`src/rtl/dma_pkg.sv`:
```
// -----------------------------------------------------------------------------
// dma_pkg
// Shared definitions for the DMA copy engine (read and write masters).
//   wm_state_t      : write-master FSM encoding (IDLE/AW/W/B/DONE)
//   AXI_BURST_INCR  : AXI4 INCR burst type
//   AXI_SIZE_4B     : AXI4 4-byte beat size
//   AXI_RESP_OKAY   : AXI4 OKAY response code
//   AXI_4K_BYTES    : AXI4 burst page size (bursts must not cross it)
// -----------------------------------------------------------------------------
package dma_pkg;

    typedef enum logic [2:0] {
        WM_IDLE = 3'd0,
        WM_AW   = 3'd1,
        WM_W    = 3'd2,
        WM_B    = 3'd3,
        WM_DONE = 3'd4
    } wm_state_t;

    localparam logic [1:0] AXI_BURST_INCR = 2'b01;
    localparam logic [2:0] AXI_SIZE_4B    = 3'b010;
    localparam logic [1:0] AXI_RESP_OKAY  = 2'b00;
    localparam int         AXI_4K_BYTES   = 4096;

endpackage

```
`src/rtl/dma_burst_calc.sv`:
```
// -----------------------------------------------------------------------------
// dma_burst_calc
// Combinational burst sizing shared by the DMA read and write masters.
// beats = min(rem_words, MAX_BURST_LEN, words left before the next 4 KB page)
// Ports:
//   rem_words : words still to transfer (30 bits)
//   addr_lo   : low 12 bits of the current word-aligned byte address
//   beats     : beats for the next burst (1..256 when rem_words != 0)
//   awlen     : AXI length field, beats - 1
// -----------------------------------------------------------------------------
module dma_burst_calc
    import dma_pkg::*;
#(
    parameter int MAX_BURST_LEN = 16
) (
    input  logic [29:0] rem_words,
    input  logic [11:0] addr_lo,
    output logic [8:0]  beats,
    output logic [7:0]  awlen
);

    localparam logic [10:0] MAX_BEATS_W = 11'(MAX_BURST_LEN);
    localparam logic [8:0]  MAX_BEATS   = 9'(MAX_BURST_LEN);

    logic [10:0] words_to_4k_s;
    logic [8:0]  limit_s;

    // Words between the current address and the next 4 KB page (1..1024).
    assign words_to_4k_s = 11'((13'(AXI_4K_BYTES) - {1'b0, addr_lo}) >> 2);

    // Clamp to the page limit and maximum burst length, then to the words left.
    always_comb begin
        limit_s = MAX_BEATS;
        beats   = 9'd0;
        if (words_to_4k_s < MAX_BEATS_W) begin
            limit_s = words_to_4k_s[8:0];
        end else begin
            limit_s = MAX_BEATS;
        end
        if (rem_words < {21'd0, limit_s}) begin
            beats = rem_words[8:0];
        end else begin
            beats = limit_s;
        end
    end

    assign awlen = 8'(beats - 9'd1);

endmodule

```
`src/rtl/dma_write_master.sv`:
```
// -----------------------------------------------------------------------------
// dma_write_master
// AXI4 write master of the DMA copy engine. Pops words from the shared
// first-word-fall-through FIFO and writes i_total_len bytes starting at
// i_dst_addr as INCR bursts, one burst outstanding at a time, then pulses
// o_write_done for one cycle.
// Ports:
//   clk, reset_n              : clock, asynchronous active-low reset
//   i_start                   : command strobe, accepted only when idle
//   i_dst_addr, i_total_len   : word-aligned address, byte count (multiple of 4)
//   o_write_done, o_busy      : completion pulse, command in progress
//   i_fifo_empty, i_w_data    : FIFO status and head word
//   o_fifo_pop                : consume FIFO head (equals W handshake)
//   m_axi_aw*, m_axi_w*, m_axi_b* : AXI4 write address/data/response channels
//   o_wr_err (optional)       : sticky non-OKAY write response flag
// Build option: DMA_WR_BRESP_CHECK_EN adds o_wr_err; otherwise bresp is ignored.
// -----------------------------------------------------------------------------
module dma_write_master
    import dma_pkg::*;
#(
    parameter int C_M_AXI_ADDR_WIDTH = 32,
    parameter int C_M_AXI_DATA_WIDTH = 32,
    parameter int C_MAX_BURST_LEN    = 16
) (
    input  logic                            clk,
    input  logic                            reset_n,
    input  logic                            i_start,
    input  logic [C_M_AXI_ADDR_WIDTH-1:0]   i_dst_addr,
    input  logic [31:0]                     i_total_len,
    output logic                            o_write_done,
    output logic                            o_busy,
    input  logic                            i_fifo_empty,
    input  logic [C_M_AXI_DATA_WIDTH-1:0]   i_w_data,
    output logic                            o_fifo_pop,
    output logic [C_M_AXI_ADDR_WIDTH-1:0]   m_axi_awaddr,
    output logic [7:0]                      m_axi_awlen,
    output logic [2:0]                      m_axi_awsize,
    output logic [1:0]                      m_axi_awburst,
    output logic                            m_axi_awvalid,
    input  logic                            m_axi_awready,
    output logic [C_M_AXI_DATA_WIDTH-1:0]   m_axi_wdata,
    output logic [C_M_AXI_DATA_WIDTH/8-1:0] m_axi_wstrb,
    output logic                            m_axi_wlast,
    output logic                            m_axi_wvalid,
    input  logic                            m_axi_wready,
    input  logic [1:0]                      m_axi_bresp,
    input  logic                            m_axi_bvalid,
    output logic                            m_axi_bready
`ifdef DMA_WR_BRESP_CHECK_EN
    ,
    output logic                            o_wr_err
`endif
);

    wm_state_t                       state_r;
    wm_state_t                       next_state_s;
    logic [C_M_AXI_ADDR_WIDTH-1:0]   cur_addr_r;
    logic [29:0]                     rem_words_r;
    logic [29:0]                     rem_after_s;
    logic [8:0]                      beats_r;
    logic [7:0]                      beat_cnt_r;
    logic [C_M_AXI_ADDR_WIDTH-1:0]   awaddr_r;
    logic [7:0]                      awlen_r;
    logic                            awvalid_r;
    logic                            done_r;
    logic                            busy_r;
    logic [8:0]                      calc_beats_s;
    logic [7:0]                      calc_awlen_s;
    logic                            aw_hs_s;
    logic                            wvalid_s;
    logic                            w_hs_s;
    logic                            wlast_s;
    logic                            b_hs_s;
    logic                            start_s;
    logic                            len_unused_s;

    dma_burst_calc #(
        .MAX_BURST_LEN (C_MAX_BURST_LEN)
    ) u_burst_calc (
        .rem_words (rem_words_r),
        .addr_lo   (cur_addr_r[11:0]),
        .beats     (calc_beats_s),
        .awlen     (calc_awlen_s)
    );

    // The byte count is a multiple of 4, so its low bits carry no information.
    assign len_unused_s = ^i_total_len[1:0];

    assign start_s     = (state_r == WM_IDLE) && i_start;
    // awvalid is only seen by the handshake once it is actually driven.
    assign aw_hs_s     = awvalid_r && m_axi_awready;
    assign wvalid_s    = (state_r == WM_W) && !i_fifo_empty;
    assign w_hs_s      = wvalid_s && m_axi_wready;
    assign wlast_s     = (state_r == WM_W) && (beat_cnt_r == awlen_r);
    assign b_hs_s      = (state_r == WM_B) && m_axi_bvalid;
    assign rem_after_s = rem_words_r - {21'd0, beats_r};

    // Next-state logic. A zero-length command is recognised in AW on the
    // latched word count, so it reaches DONE without raising awvalid.
    always_comb begin
        next_state_s = state_r;
        case (state_r)
            WM_IDLE: begin
                if (i_start) begin
                    next_state_s = WM_AW;
                end else begin
                    next_state_s = WM_IDLE;
                end
            end
            WM_AW: begin
                if (rem_words_r == 30'd0) begin
                    next_state_s = WM_DONE;
                end else if (aw_hs_s) begin
                    next_state_s = WM_W;
                end else begin
                    next_state_s = WM_AW;
                end
            end
            WM_W: begin
                if (w_hs_s && wlast_s) begin
                    next_state_s = WM_B;
                end else begin
                    next_state_s = WM_W;
                end
            end
            WM_B: begin
                if (m_axi_bvalid) begin
                    if (rem_after_s == 30'd0) begin
                        next_state_s = WM_DONE;
                    end else begin
                        next_state_s = WM_AW;
                    end
                end else begin
                    next_state_s = WM_B;
                end
            end
            WM_DONE: begin
                next_state_s = WM_IDLE;
            end
            default: begin
                next_state_s = WM_IDLE;
            end
        endcase
    end

    // State register.
    always_ff @(posedge clk or negedge reset_n) begin
        if (!reset_n) begin
            state_r <= WM_IDLE;
        end else begin
            state_r <= next_state_s;
        end
    end

    // Command progress: address and word count, advanced after each response.
    always_ff @(posedge clk or negedge reset_n) begin
        if (!reset_n) begin
            cur_addr_r  <= '0;
            rem_words_r <= 30'd0;
        end else if (start_s) begin
            cur_addr_r  <= i_dst_addr;
            rem_words_r <= i_total_len[31:2];
        end else if (b_hs_s) begin
            cur_addr_r  <= cur_addr_r + C_M_AXI_ADDR_WIDTH'({beats_r, 2'b00});
            rem_words_r <= rem_after_s;
        end else begin
            cur_addr_r  <= cur_addr_r;
            rem_words_r <= rem_words_r;
        end
    end

    // AW channel: awvalid raised one cycle into AW with addr/len frozen until
    // the handshake, which also captures the burst size for the W phase.
    always_ff @(posedge clk or negedge reset_n) begin
        if (!reset_n) begin
            awvalid_r <= 1'b0;
            awaddr_r  <= '0;
            awlen_r   <= 8'd0;
            beats_r   <= 9'd0;
        end else if ((state_r == WM_AW) && !awvalid_r && (rem_words_r != 30'd0)) begin
            awvalid_r <= 1'b1;
            awaddr_r  <= cur_addr_r;
            awlen_r   <= calc_awlen_s;
            beats_r   <= calc_beats_s;
        end else if (aw_hs_s) begin
            awvalid_r <= 1'b0;
        end else begin
            awvalid_r <= awvalid_r;
        end
    end

    // Beat counter within the current burst.
    always_ff @(posedge clk or negedge reset_n) begin
        if (!reset_n) begin
            beat_cnt_r <= 8'd0;
        end else if (aw_hs_s) begin
            beat_cnt_r <= 8'd0;
        end else if (w_hs_s) begin
            beat_cnt_r <= beat_cnt_r + 8'd1;
        end else begin
            beat_cnt_r <= beat_cnt_r;
        end
    end

    // Status outputs, registered from the next state so they track the FSM.
    always_ff @(posedge clk or negedge reset_n) begin
        if (!reset_n) begin
            done_r <= 1'b0;
            busy_r <= 1'b0;
        end else begin
            done_r <= (next_state_s == WM_DONE);
            busy_r <= (next_state_s != WM_IDLE);
        end
    end

`ifdef DMA_WR_BRESP_CHECK_EN
    logic wr_err_r;

    // Sticky error on any non-OKAY response; a new command clears it.
    always_ff @(posedge clk or negedge reset_n) begin
        if (!reset_n) begin
            wr_err_r <= 1'b0;
        end else if (start_s) begin
            wr_err_r <= 1'b0;
        end else if (b_hs_s && (m_axi_bresp != AXI_RESP_OKAY)) begin
            wr_err_r <= 1'b1;
        end else begin
            wr_err_r <= wr_err_r;
        end
    end

    assign o_wr_err = wr_err_r;
`else
    logic bresp_unused_s;
    assign bresp_unused_s = ^m_axi_bresp;
`endif

    assign o_write_done  = done_r;
    assign o_busy        = busy_r;
    assign o_fifo_pop    = w_hs_s;
    assign m_axi_awaddr  = awaddr_r;
    assign m_axi_awlen   = awlen_r;
    assign m_axi_awsize  = AXI_SIZE_4B;
    assign m_axi_awburst = AXI_BURST_INCR;
    assign m_axi_awvalid = awvalid_r;
    // FIFO head is passed straight through, but only presented during W.
    assign m_axi_wdata   = (state_r == WM_W) ? i_w_data : '0;
    assign m_axi_wstrb   = '1;
    assign m_axi_wlast   = wlast_s;
    assign m_axi_wvalid  = wvalid_s;
    assign m_axi_bready  = (state_r == WM_B);

endmodule

```
`config.mk`:
```
export PLATFORM = sky130hd
export DESIGN_NAME = dma_write_master
export DESIGN_NICKNAME = d
export VERILOG_FILES = /design/src/rtl/dma_pkg.sv /design/src/rtl/dma_burst_calc.sv /design/src/rtl/dma_write_master.sv
export SDC_FILE = /design/constraint.sdc
export NUM_CORES = 1
export LEC_CHECK = 0
export ABC_AREA = 1
export BUFFER_PORTS_ARGS = -buffer_cell sky130_fd_sc_hd__buf_2
export CAP_MARGIN = 20
export CORE_MARGIN = 2
export CORE_UTILIZATION = 55
export CTS_CLUSTER_SIZE = 16
export DETAILED_ROUTE_END_ITERATION = 16
export PLACE_DENSITY = 0.9
export SETUP_SLACK_MARGIN = 0.05
export SYNTH_ARGS = -nofsm -noshare
export SYNTH_HDL_FRONTEND = slang
export SYNTH_SLANG_ARGS = --single-unit
```
`constraint.sdc`:
```
create_clock -name clk -period 3.3 [get_ports clk]
set_input_delay 0.66 -clock clk [delete_from_list [all_inputs] [get_ports clk]]
set_output_delay 0.66 -clock clk [all_outputs]
set_load 0.05 [all_outputs]
```
==> flow_summary.yaml, run 1 <==
worst_setup_path:
  worstRegToRegCells: 21
  startpoint_type: "flip-flop"
  crit_path_start: "cur_addr_r[0]"
  cp_data_arrival_time_ns: 3.29
  criticalPathCategory: "flip-flop to flip-flop"
  cp-endpoint: "m_axi_awlen[4]"
  reg2reg_from: "cur_addr_r[0]"
  cp.required_ns: 3.61
  crit_path_end_kind: "flip-flop"
  rr_endpoint: "m_axi_awlen[4]"
  cp_max_fo: 9
  r2r_slack_ns: 0.32
floorplanning:
  pin_count: 193
  dieArea_mm2: 0.0165
  core_mm2: 0.0151
  die_width_um: 128
  die_h_um: 128
  rows: 45
  start_util_pct: 56.2
sta:
  hold_ws_ns: 0.269
  rsz0062_at_grt: "no"
  finClkSkew_ns: 0.00957
  tightest_slew_ns: 1.00
  tns_ns: 0
  fin_crit_sh_pct: 90.3
  min_period_ns: 2.98
  fmaxAchievable_ghz: 0.336
  hold_violations: 0
  finalSetupViolCount: 0
  relSlewSlack_pct: 32.9
  fin_ws_ns: 0.320
  maxSlewViolCount: 0
global_routing:
  grt_max_degree: 84
  antenna_found_initial: 2
  grt_pass1_vias: 8205
  grt_pass1_wl_mm: 41.2
  grt_use_total_pct: 31.9
  overflow: 0
cts:
  cts_root_buf: "clkbuf_16"
  numCtsBuffers: 17
  htreeDepth: 4
  clk_pin_slew_ns: 0.06
  clk-insertion-delay-late_ns: 0.43
  cts_buffer_depth: 2
  cts_tree: "yes"
  clock_sinks: 125
drt:
  vias: 8930
  wl_per_cell_um: 16.0
  ant_nets: 0
  viasPerCell: 5.52
  drtPass1Iterations: 5
  first_iter_violations: 982
  routed_wl_mm: 25.9
  drc: 0
synth:
  synthArstFlopShare_pct: 100
  avgSynthCellArea_um2: 6.92
  ys_seq_area_share_pct: 36.8
  syn_area_mm2: 0.00851
  ys_types: 50
  ys.flop_type: "dfrtp_1"
  synth-seq-cells: 125
  synth_edf_count: 0
  synthCells: 1230
  ys_warn_count: 0
power_and_ir_drop:
  total_power_uw: 11000
  leakage_uw: 0.00533
  seq_power_share_pct: 25.0
  combPwrFrac_pct: 56.9
  p_int_uw: 5190
  p_switching_uw: 5790
  max-vdd-ir-drop_v: 0.000636
  clkPwrFrac_pct: 18.2
  swShare_pct: 52.7
  powerDensity_mw_per_mm2: 1070
layout:
  final_common_cell: "nand2_1"
  area_delta_synth_final_pct: 21.1
  nets: 1549
  final_cells: 1618
  drive_gt1_share_pct: 20.2
  final_cell_mix: "nand2_1, buf_2, inv_1, nor2_1, dfrtp_1"
placement:
  dp_hpwl_mm: 19.4
  numPortBuffers: 179
  pre_cts_slack_ns: 0.285
  dp_cells: 1583
  gp_congestion: 0.968
min_path:
  hold_path_class: "input pin to asynchronous set/reset pin"
run:
  max-cap-violations: 0
status:
  status: "finished clean"
==> cells in the mapped netlist (5+ instances only) <==
cell,instances,area share [%]
buf_2,7,0.41
nor4_1,6,0.44
dfrtp_1,125,37
clkinv_1,5,0.22
buf_4,10,0.88
inv_1,164,7.2
a21oi_1,38,2.2
o21ai_0,79,4.6
nand2_2,9,0.66
inv_2,17,0.75
nor2_1,141,6.2
ha_1,27,4.0
nor2_2,8,0.59
o221ai_1,27,2.8
o22ai_1,16,1.2
o21ai_1,8,0.47
o211ai_1,15,1.3
nor3_1,32,1.9
nand4_1,23,1.7
clkbuf_1,23,1.0
xnor2_1,5,0.51
nand2_1,322,14
nand3_1,72,4.2
xor2_1,14,1.4
==> power by group through the flow <==
stage | logic (µW) | clock network [µW] | registers [µW]
after CTS | 6160 | 2000 | 2720
after global placement | 6010 | 0 | 2710
after detailed placement | 6100 | 0 | 2730
after floorplan | 3880 | 0 | 3360
final | 6250 | 2000 | 2740
after global routing | 6880 | 2080 | 2810
==> logic make-up (layout without fill, tap and decap cells) <==
family	count (synthesis)	after routing	share of synthesized area, %
AO/OA/AOI/OAI	197	197	14.2
XOR/XNOR	20	20	2.15
adder cells (fa/ha/maj)	29	29	4.44
buffers and inverters	227	414	10.6
flip-flops	125	125	36.8
other	2	15	0.0883
AND/OR/NAND/NOR	630	630	31.8
==> final cells by class <==
type                       count  area, µm²
inverter                     186        698
tap                          188        235
antenna                        2       5.00
clock buffer                  20        467
sequential                   125       3130
clock inverter                12        158
timing repair buffer         196       1050
fill                        1274       4850
multi-input combinational    889       4560
==> worst max-delay path: stages, from the launching register on <==
cell and delay, ns:
dfrtp_1 0.41, nor2_2 0.16, nand2_1 0.12, nor2_2 0.12, inv_1 0.05, a21oi_1 0.12
inv_1 0.07, ha_1 0.29, a21o_1 0.19, nand4_1 0.08, nand2_1 0.05, inv_1 0.05
nand2_1 0.05, nand2_2 0.11, nand2_4 0.11, nand2_2 0.12, o21ai_4 0.06, inv_1 0.09
ha_1 0.19, nand2_2 0.09, o21ai_0 0.23, a21oi_2 0.10
==> sequential cells by signal, indices dropped and copies added, names as in the netlist <==
| signal | count |
|---|---|
| m_axi_awaddr | 32 |
| o_busy | 1 |
| rem_words_r | 30 |
| cur_addr_r | 32 |
| m_axi_awvalid | 1 |
| beats_r | 9 |
| o_write_done | 1 |
| beat_cnt_r | 8 |
| m_axi_awlen | 8 |
| state_r | 3 |
==> metal layers <==
metal | GRT usage (%) | up-vias | share of wire (%)
met5 | 0 | - | 0
met4 | 11.9 | 0 | 2.7
met3 | 6.53 | 64 | 8.3
met2 | 51.5 | 444 | 47
met1 | 42.8 | 4047 | 42
li1 | - | 4375 | -
==> through the flow <==
step | instance area, µm² | utilization [%]
floorplan | 8550 | -
global placement | 9630 | 63.6
detailed placement | 9630 | 63.6
CTS | 10300 | 67.7
global route | 10300 | 68.0
finish | 10300 | 68.0
==> how the worst min path moves through the flow <==
stage / from / endpoint / slack (ns)
detailed placement: m_axi_awaddr[5] / m_axi_awaddr[5] / 0.46
global route: reset_n / m_axi_awaddr[18] / 0.32
floorplan: reset_n / beat_cnt_r[0] / 0.36
global placement: m_axi_awaddr[5] / m_axi_awaddr[5] / 0.46
finish: reset_n / m_axi_awaddr[14] / 0.27
CTS: reset_n / m_axi_awaddr[17] / 0.29
==> timing repair <==
action / in CTS / in global routing
endpoints found under the setup margin: 0 / 4
setup buffers: 0 / 1
gates resized for setup: 0 / 9
hold buffers: 0 / 0
hold endpoints to repair: 0 / 0
Note: power is estimated with default switching activity, not from simulation.
==> run 2: changes to the inputs <==
Settings changed: CORE_UTILIZATION 55 to 45, PLACE_DENSITY 0.9 to 0.77.
==> flow_summary.yaml, run 2 (synthesis gave the netlist of run 1 again) <==
cts:
  clk_pin_slew_ns: 0.06
  numCtsBuffers: 17
  htreeDepth: 4
  post_cts_buffers: 0
  cts_tree: "yes"
  clock_sinks: 125
  cts_buffer_depth: 2
  clk-insertion-delay-late_ns: 0.43
  cts_hold_buffers: 0
  cts_root_buf: "clkbuf_16"
layout:
  final_common_cell: "nand2_1"
  diodes: 0
  final_cell_mix: "nand2_1, buf_2, inv_1, nor2_1, dfrtp_1"
  drive_gt1_share_pct: 20.1
  final_cells: 1664
  nets: 1551
  area_delta_synth_final_pct: 21.2
sta:
  finalSetupViolCount: 0
  fin_ws_ns: 0.314
  tns_ns: 0
  tightest_slew_ns: 1.02
  hold_violations: 0
  finClkSkew_ns: 0.00708
  min_period_ns: 2.99
  fin_crit_sh_pct: 90.5
  maxSlewViolCount: 0
  rsz0062_at_grt: "yes"
  relSlewSlack_pct: 31.7
  fmaxAchievable_ghz: 0.335
global_routing:
  grt_use_total_pct: 26.1
  grt_pass1_vias: 8163
  grt_pass1_wl_mm: 41.3
  grt_max_degree: 49
  overflow: 0
  antenna_found_initial: 0
drt:
  first_iter_violations: 624
  routed_wl_mm: 25.8
  viasPerCell: 5.30
  drtPass1Iterations: 5
  wl_per_cell_um: 15.5
  vias: 8819
  drc: 0
  ant_nets: 0
worst_setup_path:
  crit_path_end_kind: "flip-flop"
  reg2reg_from: "cur_addr_r[11]"
  cp_data_arrival_time_ns: 3.36
  cp_slowest_stage_delay_ns: 0.42
  cpLargestDelayFamily: "simple AND/OR/NAND/NOR gates"
  crit_path_start: "cur_addr_r[11]"
  criticalPathCategory: "flip-flop to flip-flop"
  cp_max_fo: 9
  startpoint_type: "flip-flop"
  cp_slowest_cell: "dfrtp_1"
  worst-path-buf-inv: 5
  cp.required_ns: 3.67
  crit_top_cell: "nand2_1"
floorplanning:
  start_util_pct: 45.6
  pin_count: 193
  core_mm2: 0.0186
  rows: 50
  dieArea_mm2: 0.0200
  die_h_um: 142
  die_width_um: 142
status:
  status: "finished clean"
min_path:
  hold_path_class: "input pin to asynchronous set/reset pin"
run:
  max-cap-violations: 0
placement:
  dp_cells: 1632
  pre_cts_slack_ns: 0.265
  gp_congestion: 1.01
  numPortBuffers: 179
  dp_hpwl_mm: 20.0
power_and_ir_drop:
  leakage_uw: 0.00531
  powerDensity_mw_per_mm2: 1050
  max-vdd-ir-drop_v: 0.000509
==> run 2: changes by cell type in the layout (fill, tap and decap cells not counted), sizes merged <==
cell,before,now
buf,196,198
diode,2,0
bufinv,3,2
clkinvlp,3,4
==> run 2: where the power goes <==
| group | total [µW] | internal [µW] | switching, µW |
|---|---|---|---|
| Combinational | 6190 | 1780 | 4410 |
| Clock | 1890 | 1150 | 740 |
| Sequential | 2750 | 2180 | 573 |
| Total | 10800 | 5110 | 5720 |
==> run 2: routing by layer <==
metal	routed length (µm)	GRT usage (%)	share of wire (%)
met1	11500	35.6	45
met2	11900	40.7	46
met3	1560	4.79	6.0
met4	817	11.3	3.2
met5	0	0	0
==> run 2: layout make-up <==
| class | count | area (µm²) |
|---|---|---|
| multi-input combinational | 889 | 4550 |
| clock inverter | 12 | 135 |
| timing repair buffer | 198 | 1050 |
| tap | 234 | 293 |
| sequential | 125 | 3130 |
| fill | 1827 | 8330 |
| clock buffer | 20 | 457 |
| inverter | 186 | 698 |
==> run 2: per-stage QoR <==
stage	instance area, µm²	hold slack [ns]	util [%]	power [µW]
after floorplan	8550	0.364	-	7240
after global placement	9700	0.460	52.0	8750
after detailed placement	9700	0.460	52.0	8850
after CTS	10300	0.144	55.2	10800
after global routing	10300	0.159	55.3	11600
final	10300	0.141	55.3	10800
==> run 2: what timing repair did <==
item                                    in CTS  in global routing
hold endpoints to repair                     0                  0
gates resized for setup                      0                  7
endpoints found under the setup margin       0                  4
==> run 2: worst paths after layout <==
path	to	slack, ns	depth (start not counted)
worst max-delay path	m_axi_awlen[6]	0.31	25
worst min-delay path	m_axi_awaddr[15]	0.14	1
worst max register to register	m_axi_awlen[6]	0.31	25
worst min register to register	m_axi_awaddr[5]	0.47	2
max in group asynchronous	rem_words_r[12]	2.41	2
min in group clk	rem_words_r[16]	0.44	3
==> run 3: changes to the inputs <==
Settings changed: ABC_AREA 1 to unset, CORE_MARGIN 2 to unset, PLACE_DENSITY 0.77 to 0.78.
Clock period 3.3 ns to 3.2 ns, I/O delays scaled along.
==> flow_summary.yaml, run 3 <==
floorplanning:
  die_width_um: 134
  dieArea_mm2: 0.0180
  start_util_pct: 45.8
  core_mm2: 0.0172
  die_h_um: 134
  pin_count: 193
  rows: 48
sta:
  fmaxAchievable_ghz: 0.281
  relSlewSlack_pct: 33.5
  rsz0062_at_grt: "yes"
  maxSlewViolCount: 0
  hold_violations: 0
  tns_ns: -0.841
  tightest_slew_ns: 0.990
  fin_crit_sh_pct: 111
  min_period_ns: 3.56
  finClkSkew_ns: 0.00845
  fin_ws_ns: -0.363
  finalSetupViolCount: 4
worst_setup_path:
  crit_path_end_kind: "flip-flop"
  crit_top_cell: "nor2_1"
  startpoint_type: "flip-flop"
  crit_chain: "or3_1 -> nand2b_1 -> nand2_1 -> nand3_1 -> ha_2 -> a21oi_4 -> nor2_1 -> a211oi_1 -> nand4b_1 -> a31oi_4 -> mux2i_4 -> ha_4 -> nand2_2 -> nor3_2 -> xor2_1 -> a211oi_2 -> nor2_1"
  cp.required_ns: 3.51
  criticalPathCategory: "flip-flop to flip-flop"
  rr_endpoint: "m_axi_awlen[6]"
  cp_slowest_cell: "dfrtp_1"
  r2r_slack_ns: -0.36
  cp_data_arrival_time_ns: 3.88
  reg2reg_from: "cur_addr_r[0]"
  worst-path-buf-inv: 0
  cp_max_fo: 4
  worstRegToRegCells: 17
  cpLargestDelayFamily: "simple AND/OR/NAND/NOR gates"
  cp_slowest_stage_delay_ns: 0.42
synth:
  synth_edf_count: 0
  synth_fa_ha_area_share_pct: 4.80
  synth_compound_area_share_pct: 17.7
  synthArstFlopShare_pct: 100
  ys_types: 77
  synthTopCellsByArea: "dfrtp_1, nand2_1, ha_1, nor2_1, o21ai_0"
  syn_area_mm2: 0.00788
  synth_largest_area_cell: "dfrtp_1"
  synth_xor_area_share_pct: 4.89
  synthCells: 925
  synth-seq-cells: 125
  ys_warn_count: 0
  synth_top_family_by_area: "simple AND/OR/NAND/NOR gates"
  yosys-mux-area-fraction_pct: 0.508
  synthTopCellsByCount: "nand2_1, dfrtp_1, nor2_1"
  yosys.area_share.simple_pct: 27.4
  yosysMostFrequentCell: "nand2_1"
  ys.flop_type: "dfrtp_1"
  avgSynthCellArea_um2: 8.51
  synth_top_area_share_pct: 39.7
  ys_seq_area_share_pct: 39.7
cts:
  clk-insertion-delay-late_ns: 0.43
  cts_hold_buffers: 0
  cts_buffer_depth: 2
  numCtsBuffers: 17
  cts_tree: "yes"
  clk_pin_slew_ns: 0.06
  cts_root_buf: "clkbuf_16"
  clock_sinks: 125
  htreeDepth: 4
placement:
  dp_hpwl_mm: 18.1
  dp_cells: 1371
  pre_cts_slack_ns: -0.398
  gp_congestion: 0.933
  numPortBuffers: 179
  dpl_cell_area_mm2: 0.00956
layout:
  diodes: 0
  final_common_cell: "buf_2"
  area_delta_synth_final_pct: 31.3
  nets: 1304
  stdcell_area_mm2: 0.0103
  nFillCells: 1516
  final_cell_mix: "buf_2, nand2_1, dfrtp_1, buf_4, nor2_1"
  drive_gt1_share_pct: 30.1
  final_cells: 1406
power_and_ir_drop:
  leakage_uw: 0.00494
  powerDensity_mw_per_mm2: 1070
  clkPwrFrac_pct: 17.7
  total_power_uw: 11100
  seq_power_share_pct: 25.5
  swShare_pct: 48.5
  combPwrFrac_pct: 56.8
  p_switching_uw: 5360
  p_int_uw: 5700
  max-vdd-ir-drop_v: 0.000567
global_routing:
  grt_pass1_vias: 7539
  grt_use_total_pct: 27.7
  grt_max_degree: 67
  overflow: 0
  grt_pass1_wl_mm: 38.3
  antenna_found_initial: 0
status:
  status: "finished, violations left"
  violations: "setup timing"
run:
  max-cap-violations: 0
drt:
  drc: 0
  routed_wl_mm: 24.5
  viasPerCell: 5.64
  drtPass1Iterations: 6
  ant_nets: 0
  wl_per_cell_um: 17.4
  first_iter_violations: 468
  vias: 7928
min_path:
  hold_path_class: "input pin to asynchronous set/reset pin"
## run 3: worst max path at each step
stage / from / end / slack [ns] / cells after the start
2_1_floorplan: cur_addr_r[1] / m_axi_awlen[6] / -0.14 / 19
3_3_place_gp: cur_addr_r[1] / m_axi_awlen[6] / -0.25 / 18
3_5_place_dp: cur_addr_r[1] / m_axi_awlen[6] / -0.40 / 18
4_1_cts: cur_addr_r[1] / m_axi_awlen[6] / -0.25 / 18
5_1_grt: cur_addr_r[0] / m_axi_awlen[6] / -0.50 / 17
6_report: cur_addr_r[0] / m_axi_awlen[6] / -0.36 / 17
## run 3: metal layers
metal  wire length [µm]  GRT usage, %
met1              10100          34.4
met2              11700          44.6
met3               1650          5.82
met4               1010          15.6
met5                  0             0
## run 3: stage by stage
| stage | hold WS, ns | utilization, % |
|---|---|---|
| after floorplan | 0.344 | - |
| after global placement | 0.455 | 55.6 |
| after detailed placement | 0.458 | 55.6 |
| after CTS | 0.273 | 59.4 |
| after global routing | 0.288 | 60.2 |
| final | 0.260 | 60.2 |
## run 3: repair_timing
item	4_1_cts	5_1_grt
pin swaps	7	8
buffers inserted	3	2
setup endpoints to repair	8	17
resized for setup	12	20
endpoints found under the hold margin	0	0
## run 3: area by class of cell
class,count,area (µm²),share of cell area [%]
inverters,27,101,0.980
well taps,225,282,2.72
repair buffers,270,1600,15.5
clock buffers,19,443,4.28
multi-input cells,729,4640,44.9
clock inverters,11,144,1.39
flip-flops and latches,125,3130,30.2
## run 3: power groups by stage
| stage | Sequential (µW) | Combinational, µW | Clock (µW) |
|---|---|---|---|
| 6_report | 2820 | 6290 | 1960 |
| 3_3_place_gp | 2790 | 5920 | 0 |
| 4_1_cts | 2810 | 6100 | 1980 |
| 2_1_floorplan | 3540 | 3300 | 0 |
| 5_1_grt | 2900 | 6810 | 2070 |
| 3_5_place_dp | 2820 | 6010 | 0 |
## run 3: logic make-up after synthesis
kind of cell               Yosys count
AOI/OAI and AO/OA                  202
xor gates and xnor gates            44
adders and majority gates           29
buffers and inverters               82
DFF                                125
muxes                                4
other                                2
and+or+nand+nor                    437
